$ cat config.mk
export PLATFORM = sky130hd
export DESIGN_NAME = mem_responder
export DESIGN_NICKNAME = d
export VERILOG_FILES = /design/src/rtl/mem_responder_pkg.sv /design/src/rtl/mem_responder_rr_arbiter.sv /design/src/rtl/mem_responder.sv
export SDC_FILE = /design/constraint.sdc
export NUM_CORES = 1
export LEC_CHECK = 0
export ABC_CLOCK_PERIOD_IN_PS = 2100
export CORE_AREA = 4 4 149 151
export DETAILED_ROUTE_END_ITERATION = 8
export DIE_AREA = 0 0 153 155
export MAX_ROUTING_LAYER = met4
export PLACE_DENSITY = 0.7
export SYNTH_ARGS = -nofsm -noshare
export SYNTH_HDL_FRONTEND = slang
export SYNTH_SLANG_ARGS = --single-unit
export TNS_END_PERCENT = 100
$ cat constraint.sdc
create_clock -name clk -period 2.1 [get_ports clk]
set_input_delay 0.21 -clock clk [delete_from_list [all_inputs] [get_ports clk]]
set_output_delay 0.21 -clock clk [all_outputs]
set_load 0.01 [all_outputs]
$ cat src/rtl/mem_responder_pkg.sv
`default_nettype none
// ============================================================================
//  Module      : mem_responder_pkg
//  Description : Shared types and helpers for the memory responder: FSM
//                state encoding and the core-index width function.
//  Revision    : 1.0 - initial release
// ============================================================================
package mem_responder_pkg;

    // Transaction FSM, explicitly 2 bits wide with fixed encodings
    typedef enum logic [1:0] {
        S_IDLE  = 2'd0,
        S_ISSUE = 2'd1,
        S_WAIT  = 2'd2,
        S_RESP  = 2'd3
    } state_t;

    // Width of a core index; never narrower than one bit
    function automatic int idx_width(input int n);
        return (n > 1) ? $clog2(n) : 1;
    endfunction

endpackage
`default_nettype wire

$ cat src/rtl/mem_responder_rr_arbiter.sv
`default_nettype none
// ============================================================================
//  Module      : mem_responder_rr_arbiter
//  Description : Combinational round-robin selector. Picks the first
//                requesting core searching upward (cyclically) from the core
//                after the last one granted.
//  Revision    : 1.0 - initial release
// ============================================================================
module mem_responder_rr_arbiter
    import mem_responder_pkg::*;
#(
    parameter int CORE_NUM = 4,
    parameter int IDX_W    = idx_width(CORE_NUM)
) (
    input  logic [CORE_NUM-1:0] i_request,
    input  logic [IDX_W-1:0]    i_last_grant,
    output logic [IDX_W-1:0]    o_grant,
    output logic                o_any_req
);

    logic [IDX_W-1:0] w_grant;
    logic             w_any;
    int               w_idx;

    // Walk offsets from farthest to nearest so the nearest requester wins
    always_comb begin
        w_grant = '0;
        w_any   = 1'b0;
        w_idx   = 0;
        for (int k = CORE_NUM; k >= 1; k--) begin
            w_idx = (int'(i_last_grant) + k) % CORE_NUM;
            if (i_request[IDX_W'(w_idx)]) begin
                w_grant = IDX_W'(w_idx);
                w_any   = 1'b1;
            end
        end
    end

    assign o_grant   = w_grant;
    assign o_any_req = w_any;

endmodule
`default_nettype wire

$ cat src/rtl/mem_responder.sv
`default_nettype none
// ============================================================================
//  Module      : mem_responder
//  Description : Memory-side responder for per-core data requests. Serves one
//                core at a time (round-robin) on a single-port synchronous
//                RAM and returns a one-cycle response pulse with read data.
//  Revision    : 1.0 - initial release
// ============================================================================
module mem_responder
    import mem_responder_pkg::*;
#(
    parameter int WIDTH       = 32,
    parameter int CORE_NUM    = 4,
    parameter int ADDR_WIDTH  = 16,
    parameter int RAM_LATENCY = 1
) (
    input  logic                             clk,
    input  logic                             rst_n,
    input  logic [CORE_NUM-1:0]              request,
    input  logic [CORE_NUM-1:0]              wren,
    input  logic [CORE_NUM*WIDTH-1:0]        address,
    input  logic [CORE_NUM*WIDTH-1:0]        writedata,
    output logic [CORE_NUM-1:0]              response,
    output logic [WIDTH-1:0]                 readdata,
    output logic                             ram_en,
    output logic                             ram_wren,
    output logic [ADDR_WIDTH-1:0]            ram_addr,
    output logic [WIDTH-1:0]                 ram_wdata,
    input  logic [WIDTH-1:0]                 ram_rdata,
    output logic                             busy,
    output logic [idx_width(CORE_NUM)-1:0]   grant_idx
);

    localparam int c_idx_w = idx_width(CORE_NUM);
    localparam int c_cnt_w = $clog2(RAM_LATENCY + 1);

    state_t                r_state, w_state_nxt;
    logic [c_idx_w-1:0]    r_gidx, w_gidx_nxt;
    logic [c_idx_w-1:0]    r_last, w_last_nxt;
    logic                  r_is_wr, w_is_wr_nxt;
    logic [c_cnt_w-1:0]    r_cnt, w_cnt_nxt;
    logic [CORE_NUM-1:0]   r_response, w_response_nxt;
    logic [WIDTH-1:0]      r_readdata, w_readdata_nxt;
    logic                  r_ram_en, w_ram_en_nxt;
    logic                  r_ram_wren, w_ram_wren_nxt;
    logic [ADDR_WIDTH-1:0] r_ram_addr, w_ram_addr_nxt;
    logic [WIDTH-1:0]      r_ram_wdata, w_ram_wdata_nxt;
    logic                  r_busy, w_busy_nxt;
    logic [c_idx_w-1:0]    w_arb_grant;
    logic                  w_arb_any;
    int                    w_base;

    mem_responder_rr_arbiter #(
        .CORE_NUM (CORE_NUM),
        .IDX_W    (c_idx_w)
    ) u_arb (
        .i_request    (request),
        .i_last_grant (r_last),
        .o_grant      (w_arb_grant),
        .o_any_req    (w_arb_any)
    );

    // Next-state and next-output logic; every output is a register, so this
    // block computes what each one holds in the following cycle
    always_comb begin
        w_state_nxt     = r_state;
        w_gidx_nxt      = r_gidx;
        w_last_nxt      = r_last;
        w_is_wr_nxt     = r_is_wr;
        w_cnt_nxt       = r_cnt;
        w_readdata_nxt  = r_readdata;
        w_ram_addr_nxt  = r_ram_addr;
        w_ram_wdata_nxt = r_ram_wdata;
        w_response_nxt  = '0;
        w_ram_en_nxt    = 1'b0;
        w_ram_wren_nxt  = 1'b0;
        w_base          = int'(w_arb_grant) * WIDTH;
        case (r_state)
            S_IDLE: begin
                if (w_arb_any) begin
                    // The RAM strobe is raised here so it is visible in ISSUE
                    w_gidx_nxt      = w_arb_grant;
                    w_last_nxt      = w_arb_grant;
                    w_is_wr_nxt     = wren[w_arb_grant];
                    w_ram_en_nxt    = 1'b1;
                    w_ram_wren_nxt  = wren[w_arb_grant];
                    w_ram_addr_nxt  = address[w_base +: ADDR_WIDTH];
                    w_ram_wdata_nxt = writedata[w_base +: WIDTH];
                    w_state_nxt     = S_ISSUE;
                end
            end
            S_ISSUE: begin
                if (r_is_wr) begin
                    w_response_nxt = CORE_NUM'(1) << r_gidx;
                    w_state_nxt    = S_RESP;
                end else begin
                    w_cnt_nxt   = c_cnt_w'(RAM_LATENCY);
                    w_state_nxt = S_WAIT;
                end
            end
            S_WAIT: begin
                w_cnt_nxt = r_cnt - 1'b1;
                if (r_cnt == c_cnt_w'(1)) begin
                    w_readdata_nxt = ram_rdata;
                    w_response_nxt = CORE_NUM'(1) << r_gidx;
                    w_state_nxt    = S_RESP;
                end
            end
            S_RESP: begin
                w_state_nxt = S_IDLE;
            end
            default: begin
                w_state_nxt = S_IDLE;
            end
        endcase
        w_busy_nxt = (w_state_nxt != S_IDLE);
    end

    // State and registered outputs; reset drops any transaction in flight
    always_ff @(posedge clk or negedge rst_n) begin
        if (!rst_n) begin
            r_state     <= S_IDLE;
            r_gidx      <= '0;
            r_last      <= c_idx_w'(CORE_NUM - 1);
            r_is_wr     <= 1'b0;
            r_cnt       <= '0;
            r_response  <= '0;
            r_readdata  <= '0;
            r_ram_en    <= 1'b0;
            r_ram_wren  <= 1'b0;
            r_ram_addr  <= '0;
            r_ram_wdata <= '0;
            r_busy      <= 1'b0;
        end else begin
            r_state     <= w_state_nxt;
            r_gidx      <= w_gidx_nxt;
            r_last      <= w_last_nxt;
            r_is_wr     <= w_is_wr_nxt;
            r_cnt       <= w_cnt_nxt;
            r_response  <= w_response_nxt;
            r_readdata  <= w_readdata_nxt;
            r_ram_en    <= w_ram_en_nxt;
            r_ram_wren  <= w_ram_wren_nxt;
            r_ram_addr  <= w_ram_addr_nxt;
            r_ram_wdata <= w_ram_wdata_nxt;
            r_busy      <= w_busy_nxt;
        end
    end

    assign response  = r_response;
    assign readdata  = r_readdata;
    assign ram_en    = r_ram_en;
    assign ram_wren  = r_ram_wren;
    assign ram_addr  = r_ram_addr;
    assign ram_wdata = r_ram_wdata;
    assign busy      = r_busy;
    assign grant_idx = r_gidx;

endmodule
`default_nettype wire
==> results.yml, run 1 <==
status:
  status: "complete, no violations"
synth:
  synthTopCellsByArea: "dfrtp_1 42%, mux2i_1 9.0%, a211o_1 7.6%, o31ai_1 6.6%, mux2_2 6.5%"
  async_flop_share_pct: 100
  ys_ff_latch: 95
  synthesis.nets: 835
  ys_types: 40
  syn-instance-count: 534
  syn_area_mm2: 0.00554
  synth_top_area_share_pct: 42.0
  synth_area_per_cell_um2: 10.4
  synth_edf_count: 0
  yosysTopAreaCell: "dfrtp_1"
  synth-seq-area-share_pct: 42.9
  synthFlopType: "dfrtp_1"
  yosys_warnings: 0
drt:
  first_iter_violations: 306
  ant_nets: 0
  drt-total-wl_mm: 23.1
  dr_total_vias: 5808
  wl_per_cell_um: 20.3
  drt_pass1_iterations: 5
  viasPerCell: 5.09
  drc: 0
clock_tree:
  clock_latency_ns: 0.35
  root_buffer: "clkbuf_16"
  cts_made_buffers: 9
  cts_buffer_depth: 2
  cts_htree_levels: 3
  tritoncts: "yes"
  path_clk_slew_ns: 0.08
  clock-sinks: 95
power:
  p_total_mw: 12.2
  power.density_mw_per_mm2: 1240
  leakagePower_nw: 4.01
  ir_worst_vdd_mv: 0.514
sta:
  fmax_mhz: 480
  post-route-min-period_ns: 2.08
  setup_viol: 0
  rsz0062_at_grt: "true"
  period_share_pct: 99.1
  finalHoldViolations: 0
  fin_skew_ns: 0.0114
  slew_viol_final: 0
  relSlewSlack_pct: 67.4
  worst_pin_slew_ns: 0.489
  hold_ws_ns: 0.420
finish:
  nNetsFinal: 1161
  final_core_util_pct: 47.4
  area_growth_pct: 78.1
  finalNonFillerCells: 1140
  antenna_cells: 0
  final_layout_size_suffix_gt1_share_pct: 15.1
worst_setup_path:
  path_max_fanout: 6
  critPathKind: "flip-flop to flip-flop"
  reg2reg_from: "r_last[0]$_DFFE_PN1P_"
  r2r_cells: 7
  critPathCaptureType: "flip-flop"
  reg2reg_slack_ns: 0.02
  critPathArrivalTime_ns: 2.30
  slowest_delay_ns: 0.54
  r2r_end: "r_is_wr$_DFFE_PN0P_"
  start_kind: "flip-flop"
  cp_cell_sequence: "and2b_1 -> o21a_2 -> nor3_4 -> buf_6 -> buf_12 -> mux2i_4 -> o221ai_2"
  cp.required_ns: 2.32
  cp_slowest_cell: "dfstp_2"
die:
  die_w_um: 153
  core_area_mm2: 0.0208
  ios: 387
  die_h_um: 155
  start_util_pct: 26.6
  fp-row-count: 53
  die-area_mm2: 0.0237
placement:
  hpwlAfterDp_mm: 16.9
  finalWeightedCongestion: 0.855
  dp_cells: 1119
  portBuffers: 322
global_routing:
  antenna_found_initial: 0
  grt_pass1_vias: 5875
  grt_max_degree: 38
  grt-ovfl-total: 0
  grt_pass1_wl_mm: 34.1
  grt_use_total_pct: 18.7
job:
  max_cap_viol_count: 0
hold_path:
  hold_path.class: "input port to async pin"
[metrics by stage]
stage	area [um^2]	setup slack [ns]	TNS (ns)
after floorplan	5540	0.242	0
after global placement	9440	-0.172	-2.01
after detailed placement	9440	-0.215	-3.93
after CTS	9740	-0.00883	-0.00883
after global routing	9870	-0.0905	-2.14
final	9870	0.0183	0
[how the worst max path moves through the flow]
stage	from	slack, ns	to
global placement	request[3]	-0.17	ram_wdata[24]$_DFFE_PN0P_
floorplan	r_last[0]$_DFFE_PN1P_	0.24	ram_wdata[12]$_DFFE_PN0P_
finish	r_last[0]$_DFFE_PN1P_	0.02	r_is_wr$_DFFE_PN0P_
global route	r_last[0]$_DFFE_PN1P_	-0.09	ram_wdata[10]$_DFFE_PN0P_
detailed placement	request[3]	-0.22	ram_wdata[24]$_DFFE_PN0P_
CTS	r_last[0]$_DFFE_PN1P_	-0.009	ram_addr[5]$_DFFE_PN0P_
[final cells by class]
class                      instances  area [um^2]
clock buffer                       9          225
tap                              275          344
fill                            1964        11000
timing repair buffer             375         3880
clock inverter                     7         62.6
multi-input combinational        376         2970
sequential                        95         2380
inverter                           3         11.3
[cell families (layout without fill, tap and decap cells)]
group / Yosys count / count (layout) / synth area share, %
fa+ha+maj: 3 / 3 / 0.677
flops: 95 / 95 / 42.9
simple gates: 130 / 130 / 11.6
compound gates: 161 / 161 / 23.6
mux: 82 / 82 / 15.5
buf+inv: 63 / 394 / 5.60
[sequential cells by signal, indices dropped and copies added (netlist names)]
signal,cells
ram_wdata,32
response,4
ram_wren,1
grant_idx,2
ram_addr,16
r_last,2
busy,1
r_is_wr,1
r_cnt,1
r_state,2
ram_en,1
readdata,32
[placed cells by master, fill, tap and decap left out, types with 3 or more instances in the layout]
| cell type | instances |
|---|---|
| clkdlybuf4s50_1 | 321 |
| inv_1 | 3 |
| clkbuf_16 | 11 |
| ha_1 | 3 |
| o31ai_1 | 49 |
| o211ai_1 | 40 |
| nand2_1 | 58 |
| nand4_1 | 48 |
| mux2i_1 | 41 |
| buf_4 | 32 |
| nor2_1 | 11 |
| mux2i_2 | 6 |
| buf_12 | 17 |
| a211o_1 | 48 |
| mux2i_4 | 3 |
| o211ai_2 | 8 |
| mux2_2 | 32 |
| dfrtp_1 | 93 |
[critical path, delay by kind of cell (launching register included)]
kind,cells,cell delay [ns]
flops,1,0.54
compound gates,2,0.35
mux,1,0.26
buf+inv,2,0.34
simple gates,2,0.46
[synth_stat cells (2+ instances only)]
master and number:
dfrtp_1 93, nand2_1 59, mux2i_1 50, o31ai_1 49, a211o_1 48, nand4_1 48, o211ai_1 40, mux2_2 32
clkbuf_1 29, buf_2 20, nor2_1 11, o211ai_2 8, buf_4 5, buf_6 4, ha_1 3, inv_1 3
a21o_1 2, a21oi_1 2, buf_1 2, dfstp_2 2, nand2b_1 2, nor3b_1 2, o21ai_0 2, o22ai_1 2
[layer usage]
layer  global-route usage (%)  part of all wire (%)  up-vias
met3                     2.95                   5.3       36
met5                        -                     0        -
met2                     31.1                    49      270
met1                     23.6                    43     2775
li1                         -                     -     2727
met4                     5.60                   2.5        0
[power breakdown]
| part | total [mW] | switching (mW) | internal (mW) |
|---|---|---|---|
| combinational | 7.35 | 3.46 | 3.89 |
| clock | 1.64 | 0.803 | 0.833 |
| sequential | 3.24 | 0.492 | 2.74 |
| total | 12.2 | 4.76 | 7.47 |
[repair_timing]
| action | in CTS | in global routing |
|---|---|---|
| hold buffers | 1 | 0 |
| resized for setup | 2 | 13 |
| setup buffers | 0 | 2 |
| cloned | 0 | 2 |
| setup endpoints to repair | 2 | 22 |
| pin swaps | 0 | 3 |
| hold endpoints to repair | 30 | 0 |
Note: power is estimated with default switching activity, not from simulation.
==> run 2: changes to the inputs <==
Settings changed: ABC_CLOCK_PERIOD_IN_PS 2100 to 2120, SLEW_MARGIN from default to 0.
Clock period 2.1 ns to 2.12 ns, I/O delays scaled along.
==> run 2 against run 1 <==
- critical endpoint is now ram_wdata[24]$_DFFE_PN0P_
- cell area fell by 0.68%
- sequential power fell by 2%
- critical path depth did not move
==> results.yml, run 2 (same netlist as run 1, synthesis figures left out) <==
sta:
  fin_skew_ns: 0.00937
  finalHoldViolations: 0
  slew_viol_final: 0
  hold_ws_ns: 0.428
  post-route-min-period_ns: 2.07
  period_share_pct: 97.5
  fmax_mhz: 484
  setup_viol: 0
  setup_ws_ns: 0.0537
  worst_pin_slew_ns: 0.635
  relSlewSlack_pct: 57.7
worst_setup_path:
  critPathArrivalTime_ns: 2.29
  path_max_fanout: 6
  critPathCaptureType: "flip-flop"
  cp.required_ns: 2.34
  critPathKind: "flip-flop to flip-flop"
  start_kind: "flip-flop"
hold_path:
  hold_path.class: "input port to async pin"
job:
  max_cap_viol_count: 0
power:
  clkPwrFrac_pct: 14.3
  pwr-share-comb_pct: 59.5
  leakagePower_nw: 3.99
  power.density_mw_per_mm2: 1240
  p_total_mw: 12.1
  p_sw_share_pct: 38.1
  p_int_mw: 7.50
  pwr-share-seq_pct: 26.3
  p_sw_mw: 4.62
  ir_worst_vdd_mv: 0.569
finish:
  fill_cells: 1986
  nNetsFinal: 1154
  final_common_cell: "clkdlybuf4s50_1"
  final_layout_size_suffix_gt1_share_pct: 13.9
  mostFrequentLayoutCells: "321 x clkdlybuf4s50_1, 93 x dfrtp_1, 58 x nand2_1, 49 x o31ai_1"
  finalNonFillerCells: 1133
  antenna_cells: 0
  area_growth_pct: 76.9
drt:
  drt-total-wl_mm: 22.4
  viasPerCell: 5.10
  first_iter_violations: 231
  drc: 0
  drt_pass1_iterations: 4
  wl_per_cell_um: 19.8
  ant_nets: 0
  dr_total_vias: 5779
die:
  fp-row-count: 53
  start_util_pct: 26.6
  die_w_um: 153
  die_h_um: 155
  core_area_mm2: 0.0208
  die-area_mm2: 0.0237
  ios: 387
status:
  status: "complete, no violations"
global_routing:
  grt_pass1_vias: 5853
  grt_max_degree: 44
  antenna_found_initial: 0
  grt_use_total_pct: 18.1
  grt_pass1_wl_mm: 33.0
  grt-ovfl-total: 0
placement:
  finalWeightedCongestion: 0.847
  portBuffers: 322
  hpwlAfterDp_mm: 16.6
  dp_slack_ns: -0.129
  dp_cells: 1112
clock_tree:
  path_clk_slew_ns: 0.08
  clock-sinks: 95
  tritoncts: "yes"
  clock_latency_ns: 0.34
  cts_htree_levels: 3
  cts_buffer_depth: 2
  cts_made_buffers: 9
  root_buffer: "clkbuf_16"
==> run 2: path summary, 6_finish.rpt <==
path	from	to	slack, ns	cells after the start
min reg2reg	ram_wdata[21]$_DFFE_PN0P_	ram_wdata[21]$_DFFE_PN0P_	0.49	2
max reg2reg	r_last[0]$_DFFE_PN1P_	ram_wdata[24]$_DFFE_PN0P_	0.05	7
max	r_last[0]$_DFFE_PN1P_	ram_wdata[24]$_DFFE_PN0P_	0.05	7
min	rst_n	readdata[9]$_DFFE_PN0P_	0.43	2
min in group clk	ram_rdata[8]	readdata[8]$_DFFE_PN0P_	0.47	2
max in group asynchronous	rst_n	busy$_DFF_PN0_	1.02	3
==> run 2: metrics by stage <==
| stage | utilization, % | area [um^2] | setup TNS, ns |
|---|---|---|---|
| after floorplan | - | 5540 | 0 |
| after global placement | 44.9 | 9350 | -0.342 |
| after detailed placement | 44.9 | 9350 | -0.969 |
| after CTS | 46.5 | 9680 | 0 |
| after global routing | 47.1 | 9800 | -0.0169 |
| final | 47.1 | 9800 | 0 |
==> run 2: critical path, cell delays in order, from the launching register on <==
cell      delay, ns
dfstp_2        0.53
and2b_1        0.19
o21a_2         0.23
nor3_4         0.24
buf_6          0.18
buf_12         0.15
mux2i_1        0.31
o211ai_1       0.12
==> run 2: final cells by class <==
cell class                 count  area, um^2  area share, %
multi-input combinational    376        2950           30.1
clock inverter                 6        77.6          0.791
timing repair buffer         368        3800           38.7
clock buffer                  10         239           2.44
inverter                       3        11.3          0.115
sequential                    95        2380           24.3
tap                          275         344           3.51
==> run 2: power by group through the flow <==
stage	combinational [mW]	sequential (mW)	clock [mW]
floorplan	3.19	3.56	0
CTS	7.05	3.19	1.79
finish	7.21	3.19	1.73
global placement	6.94	3.18	0
detailed placement	7.02	3.22	0
global route	7.74	3.31	1.88
==> run 2: repair_timing <==
item / 4_1_cts / 5_1_grt
gates resized for setup: 1 / 12
setup buffers: 0 / 2
hold buffers: 1 / 0
endpoints found under the setup margin: 1 / 7
cloned: 0 / 2
endpoints found under the hold margin: 39 / 0
pin swaps: 0 / 2
==> run 2: layer usage <==
layer | share of wire [%] | global-route usage [%] | routed length [um]
met5 | 0 | - | 0
met3 | 6.0 | 4.03 | 1350
met1 | 42 | 22.1 | 9450
met4 | 2.0 | 4.75 | 454
met2 | 50 | 30.5 | 11200
